===== config.mk =====
export PLATFORM = sky130hd
export DESIGN_NAME = csa_dot_accumulator
export DESIGN_NICKNAME = d
export VERILOG_FILES = /design/src/rtl/mgemm_acc_pkg.sv /design/src/rtl/csa_3to2_eq.sv /design/src/rtl/csa_dot_accumulator.sv
export SDC_FILE = /design/constraint.sdc
export NUM_CORES = 1
export LEC_CHECK = 0
export BUFFER_PORTS_ARGS = -buffer_cell sky130_fd_sc_hd__buf_2
export CAP_MARGIN = 5
export CELL_PAD_IN_SITES_DETAIL_PLACEMENT = 0
export CELL_PAD_IN_SITES_GLOBAL_PLACEMENT = 1
export CORE_ASPECT_RATIO = 0.9
export CORE_MARGIN = 1.5
export CORE_UTILIZATION = 51
export DETAILED_ROUTE_END_ITERATION = 16
export GPL_TIMING_DRIVEN = 0
export PLACE_DENSITY_LB_ADDON = 0.1
export REMOVE_ABC_BUFFERS = 1
export SETUP_SLACK_MARGIN = 0.3
export SYNTH_ARGS = -nofsm -noshare
export SYNTH_HDL_FRONTEND = slang
export SYNTH_HIERARCHICAL = 1
export SYNTH_SLANG_ARGS = --single-unit

===== constraint.sdc =====
create_clock -name clk -period 4.1 [get_ports clk]
set_clock_uncertainty 0.05 [all_clocks]
set_input_delay 0.41 -clock clk [delete_from_list [all_inputs] [get_ports clk]]
set_output_delay 0.41 -clock clk [all_outputs]
set_load 0.01 [all_outputs]

===== src/rtl/mgemm_acc_pkg.sv =====
// Shared types and default widths for the GEMV
// carry-save dot-product accumulator.
package mgemm_acc_pkg;

  typedef enum logic [1:0] {
    ACCUM,
    RESOLVE,
    OUTPUT
  } state_e;

  localparam int DEF_IN_W  = 16;
  localparam int DEF_ACC_W = 24;
  localparam int DEF_CNT_W = 8;

endpackage


===== src/rtl/csa_3to2_eq.sv =====
// Equal-width 3:2 carry-save compressor.
// Carry is pre-shifted left; the top carry is dropped.
module csa_3to2_eq #(
  parameter int W = 24
) (
  input  logic [W-1:0] a,
  input  logic [W-1:0] b,
  input  logic [W-1:0] c,
  output logic [W-1:0] sum,
  output logic [W-1:0] carry
);

  logic [W-1:0] maj;

  assign sum   = a ^ b ^ c;
  assign maj   = (a & b) | (a & c) | (b & c);
  assign carry = maj << 1;

endmodule


===== src/rtl/csa_dot_accumulator.sv =====
// Redundant-form dot-product accumulator: CSA per beat,
// one carry-propagate add when the last term arrives.
module csa_dot_accumulator
  import mgemm_acc_pkg::*;
#(
  parameter int IN_W  = DEF_IN_W,
  parameter int ACC_W = DEF_ACC_W,
  parameter int CNT_W = DEF_CNT_W
) (
  input  logic             clk,
  input  logic             rst_n,
  input  logic             in_valid,
  output logic             in_ready,
  input  logic [IN_W-1:0]  in_data,
  input  logic             in_last,
  output logic             out_valid,
  input  logic             out_ready,
  output logic [ACC_W-1:0] out_data,
  output logic [CNT_W-1:0] out_cnt
);

  state_e     state_q, state_d;
  logic [ACC_W-1:0] s_q, s_d;
  logic [ACC_W-1:0] c_q, c_d;
  logic [CNT_W-1:0] cnt_q, cnt_d;
  logic [ACC_W-1:0] res_q, res_d;
  logic [CNT_W-1:0] rcnt_q, rcnt_d;

  logic [ACC_W-1:0] term;
  logic [ACC_W-1:0] csa_s;
  logic [ACC_W-1:0] csa_c;
  logic             accept;

  assign term = ACC_W'(in_data);

  csa_3to2_eq #(
    .W (ACC_W)
  ) u_csa (
    .a     (term),
    .b     (s_q),
    .c     (c_q),
    .sum   (csa_s),
    .carry (csa_c)
  );

  // Handshake outputs are pure state decodes.
  assign in_ready  = (state_q == ACCUM);
  assign out_valid = (state_q == OUTPUT);
  assign out_data  = res_q;
  assign out_cnt   = rcnt_q;
  assign accept    = in_valid && in_ready;

  always_comb begin
    state_d = state_q;
    s_d     = s_q;
    c_d     = c_q;
    cnt_d   = cnt_q;
    res_d   = res_q;
    rcnt_d  = rcnt_q;
    unique case (state_q)
      ACCUM: begin
        if (accept) begin
          s_d   = csa_s;
          c_d   = csa_c;
          cnt_d = cnt_q + CNT_W'(1);
          if (in_last) state_d = RESOLVE;
        end
      end
      RESOLVE: begin
        res_d   = s_q + c_q;
        rcnt_d  = cnt_q;
        s_d     = '0;
        c_d     = '0;
        cnt_d   = '0;
        state_d = OUTPUT;
      end
      OUTPUT: begin
        if (out_ready) state_d = ACCUM;
      end
      default: state_d = ACCUM;
    endcase
  end

  always_ff @(posedge clk or negedge rst_n) begin
    if (!rst_n) begin
      state_q <= ACCUM;
      s_q     <= '0;
      c_q     <= '0;
      cnt_q   <= '0;
      res_q   <= '0;
      rcnt_q  <= '0;
    end else begin
      state_q <= state_d;
      s_q     <= s_d;
      c_q     <= c_d;
      cnt_q   <= cnt_d;
      res_q   <= res_d;
      rcnt_q  <= rcnt_d;
    end
  end

endmodule


==> impl_summary.md <==
Outcome
The run finished with clean final reports.

Pwr
Summed over all cells, the static leakage comes to 0.00281 uW. The power per unit of standard cell area is 703 nW/um^2. The worst-case IR drop observed on VDD is 0.000309 V.

Logic synthesis
Averaged over all synthesized cells, the footprint is 10.8 sq um. In the post-synthesis netlist, the cell with the most instances is sky130_fd_sc_hd__dfrtp_1. The commonest cells after synthesis are sky130_fd_sc_hd__dfrtp_1 (90), sky130_fd_sc_hd__nand2_1 (70), sky130_fd_sc_hd__a22o_1 (49). The adder-cell share of the synthesized area is 0.153.

Of the post-synthesis cell area, the dominant cell type holds 0.442. Of the total synthesized cell area, the portion taken by XOR and XNOR cells is 0.0408. The complex-gate fraction of the synthesized area came to 0.203. The largest family of logic cells by synthesized area is compound AO/OA/AOI/OAI gates. After synthesis, the cell types taking the most area are sky130_fd_sc_hd__dfrtp_1 (44%), sky130_fd_sc_hd__fa_1 (9.4%), sky130_fd_sc_hd__a22o_1 (8.4%). Of the total synthesized cell area, the portion taken by AND, OR, NAND and NOR gates is 0.126. The mux cell area share after synthesis is 0.00393.

The combined area of all synthesized cells is 5090 sq um. The number of enable flip-flop cells after synthesis is 0. Of the synthesized area, sequential elements account for 0.442. After synthesis the netlist holds a flip-flop and latch count of 90.

The biggest area contributor in the post-synthesis netlist is sky130_fd_sc_hd__dfrtp_1. The number of warnings reported in the yosys synthesis log is 6. The proportion of register bits with asynchronous set or reset after synthesis is 1.00. The number of distinct standard cells referenced by the synthesized netlist is 56. The count of mapped cells out of synthesis is 470. The main flop type after synthesis is sky130_fd_sc_hd__dfrtp_1.

Critical path
Walking the worst path, the cells encountered are ha_1 -> fa_1 -> a21o_4 -> a31oi_2 -> or4b_4 -> a211o_1 -> nand4_1 -> o211ai_2. The largest individual stage delay along the critical path comes from the cell sky130_fd_sc_hd__or4b_4. The most critical setup path has its startpoint at c_q[0]. STA classifies the critical path startpoint as a flip-flop.

Of all nets on the critical path, the largest fanout is 4. Data on the critical path is required at its endpoint by 4.30 ns. The worst setup path is of the flip-flop to flip-flop kind. The number of cells traversed by the worst register-to-register path is 8. STA classifies the critical path endpoint as a flip-flop. Setup slack on the worst reg-to-reg path comes out at 1.65 ns.

The signal arrival time at the worst endpoint is 2.65 ns. The worst register-to-register path begins at c_q[0]. The longest individual stage delay on the worst path is 0.59 ns.

In this run the worst setup path terminates at out_data[22]. The worst reg2reg path endpoint is out_data[22].

Layout
In the final layout, the share of cells above drive strength 1 is 0.167. The multi-input combinational cells in the finished layout cover a total of 2720 sq um. 0 antenna diodes ended up in the layout. Once layout is complete, the utilization of the core stands at 0.590. The post-route cell area is 5720 sq um.

At the end of the flow, the number of nets in the layout was 590. After filler insertion, the fill cell instance count of the layout stands at 848. The footprint of the flip-flops and latches is 2250 sq um.

The area overhead of the layout relative to synthesis is 12.4%.

Floorplan
The floorplan row count is 34. The die outline area is 10600 sq um. After floorplanning, the core was sized to cover 9700 sq um.

The initial cell density of the core is 0.525. The total I/O pin count is 55. The height of the die is 97.8 um. The width of the chip is 108 um.

Timing
Across all hold checks on the routed design, the worst slack comes to 0.172 ns. The post-route clock period utilization is 0.599. The final critical delay including setup and external delays is 2.45 ns. The total negative setup slack is 0 ns. The maximum operating frequency is 407 MHz. In this run the tightest slew margin relative to its limit is 0.300. Setup violations remaining at the end of the flow were counted as 0. At the pin with the least slew margin, the transition time is 1.05 ns. Setup repair after global routing left no endpoint under its margin. The number of max-slew violations in the final report is 0. The number of failing hold endpoints at the final stage is 0.

Detailed routing
Using the TritonRoute via totals, the vias-per-cell ratio works out to 5.61. The pre-antenna-repair detailed-routing pass consisted of 4 iterations. The total via count after detailed routing is 3655. The first routing iteration left 133 violations. After detailed routing, the average wire length per cell comes to 15.4 um. The antenna violation net count after detailed routing is 0.

The DRC violations left is 0. The detailed-route wire length is 10.1 mm.

Clocking
In this run the deepest clock path goes through 2 buffers. Buffers inserted to repair hold after CTS numbered 1. After clock tree synthesis, the repair step resized 0 gates. The clock latency at the later pin of the worst-skew pair is 0.37 ns. The cell sitting at the root of the clock tree is a sky130_fd_sc_hd__clkbuf_8. Post-CTS timing repair inserted 0 buffers for setup. The H-tree generated during clock tree synthesis spans 3 levels. The clock tree from TritonCTS is built. Clock-pin slew was measured on the worst setup and hold paths at 0.09 ns. The clock net sink count is 90. The total clock buffers created by CTS is 9.

Global routing
The largest net degree at the start of global routing is 60. The met2 capacity usage during global routing is 0.323. The first global-routing pass estimated 18.1 mm of wire.

After global routing, the most crowded layer is met2. Across every metal layer, demand over resource in global routing totals 0.216. The overflow left after global routing is 0. For this run, global-route usage on met1 was measured as 0.319. The met3 layer usage reported by global route is 0.0487. The via count of the first global-routing pass is 3700. The initial antenna violation count was 0.

Place
The final HPWL from detailed placement is 7.19 mm. The weighted congestion reported at the end of routability-driven placement is 0.797. The total cell area at the placement stage is 5490 sq um. The count of buffers added on input and output ports is 54.

Flow run
Across the run, the number of max-cap violations was 0.

Hold path
The worst hold path belongs to the class input pin to flip-flop.
cells in the final DEF (no fill, tap or decap), types with 8 or more instances in the layout:
master / synthesis / layout
sky130_fd_sc_hd__dfrtp_1: 90 / 90
sky130_fd_sc_hd__nand2_1: 70 / 70
sky130_fd_sc_hd__buf_2: 0 / 53
sky130_fd_sc_hd__a22o_1: 49 / 49
sky130_fd_sc_hd__nor2_1: 26 / 26
sky130_fd_sc_hd__fa_1: 24 / 24
sky130_fd_sc_hd__ha_1: 24 / 24
sky130_fd_sc_hd__a21oi_1: 22 / 22
sky130_fd_sc_hd__o21ai_0: 22 / 22
sky130_fd_sc_hd__xor2_1: 13 / 13
sky130_fd_sc_hd__nand3_1: 11 / 11
sky130_fd_sc_hd__clkbuf_8: 1 / 9
sky130_fd_sc_hd__conb_1: 2 / 9
sky130_fd_sc_hd__xnor2_1: 8 / 8
per-stage QoR:
stage	setup slack [ns]	power, uW	cells
6_report	1.65	4020	652
5_1_grt	1.50	4410	652
4_1_cts	1.63	4080	652
3_5_place_dp	1.66	3370	635
3_3_place_gp	1.54	3290	632
2_1_floorplan	1.81	2820	452
worst min-delay path by stage:
stage	from	end	cells after the start
detailed placement	rst_n	out_data[10]	1
floorplan	rst_n	c_q[0]	0
global route	out_ready	state_q[1]	2
finish	out_ready	state_q[1]	2
global placement	out_cnt[7]	out_cnt[7]	2
CTS	out_ready	state_q[1]	2
logic make-up (layout without fill, tap and decap cells):
logic type	count (synthesis)	in the layout
AOI/OAI and AO/OA	137	137
xor gates and xnor gates	22	22
adders and majority gates	48	48
buffers and inverters	30	79
DFF	90	90
muxes	2	2
other	2	9
and+or+nand+nor	139	139
metal layers:
layer	up-vias	share of wire	routed length, um
met1	1804	0.50	5040
met3	11	0.037	376
met5	-	0	0
li1	1786	-	-
met2	54	0.45	4540
met4	0	0.0097	98
power breakdown:
group	internal [uW]	switching, uW	total, uW
clock network	348	336	683
logic	821	993	1810
registers	1230	300	1530
total	2400	1630	4020
flip-flops by register name (all words and copies together) (netlist names):
signal	count
c_q	24
out_data	24
s_q	24
cnt_q	8
out_cnt	8
state_q	2
layout make-up:
| type | count | area share |
|---|---|---|
| clock inverters | 7 | 0.0173 |
| flip-flops and latches | 90 | 0.394 |
| multi-input cells | 357 | 0.475 |
| repair buffers | 58 | 0.0612 |
| inverters | 5 | 0.00328 |
| well taps | 126 | 0.0276 |
| clock buffers | 9 | 0.0216 |
critical path, delay by kind of cell (launching register included):
family | cells | cell delay, ns
AO/OA/AOI/OAI | 4 | 0.70
AND/OR/NAND/NOR | 2 | 0.71
adder cells (fa/ha/maj) | 2 | 0.48
flip-flops | 1 | 0.41
Note: power is estimated with default switching activity, not from simulation.
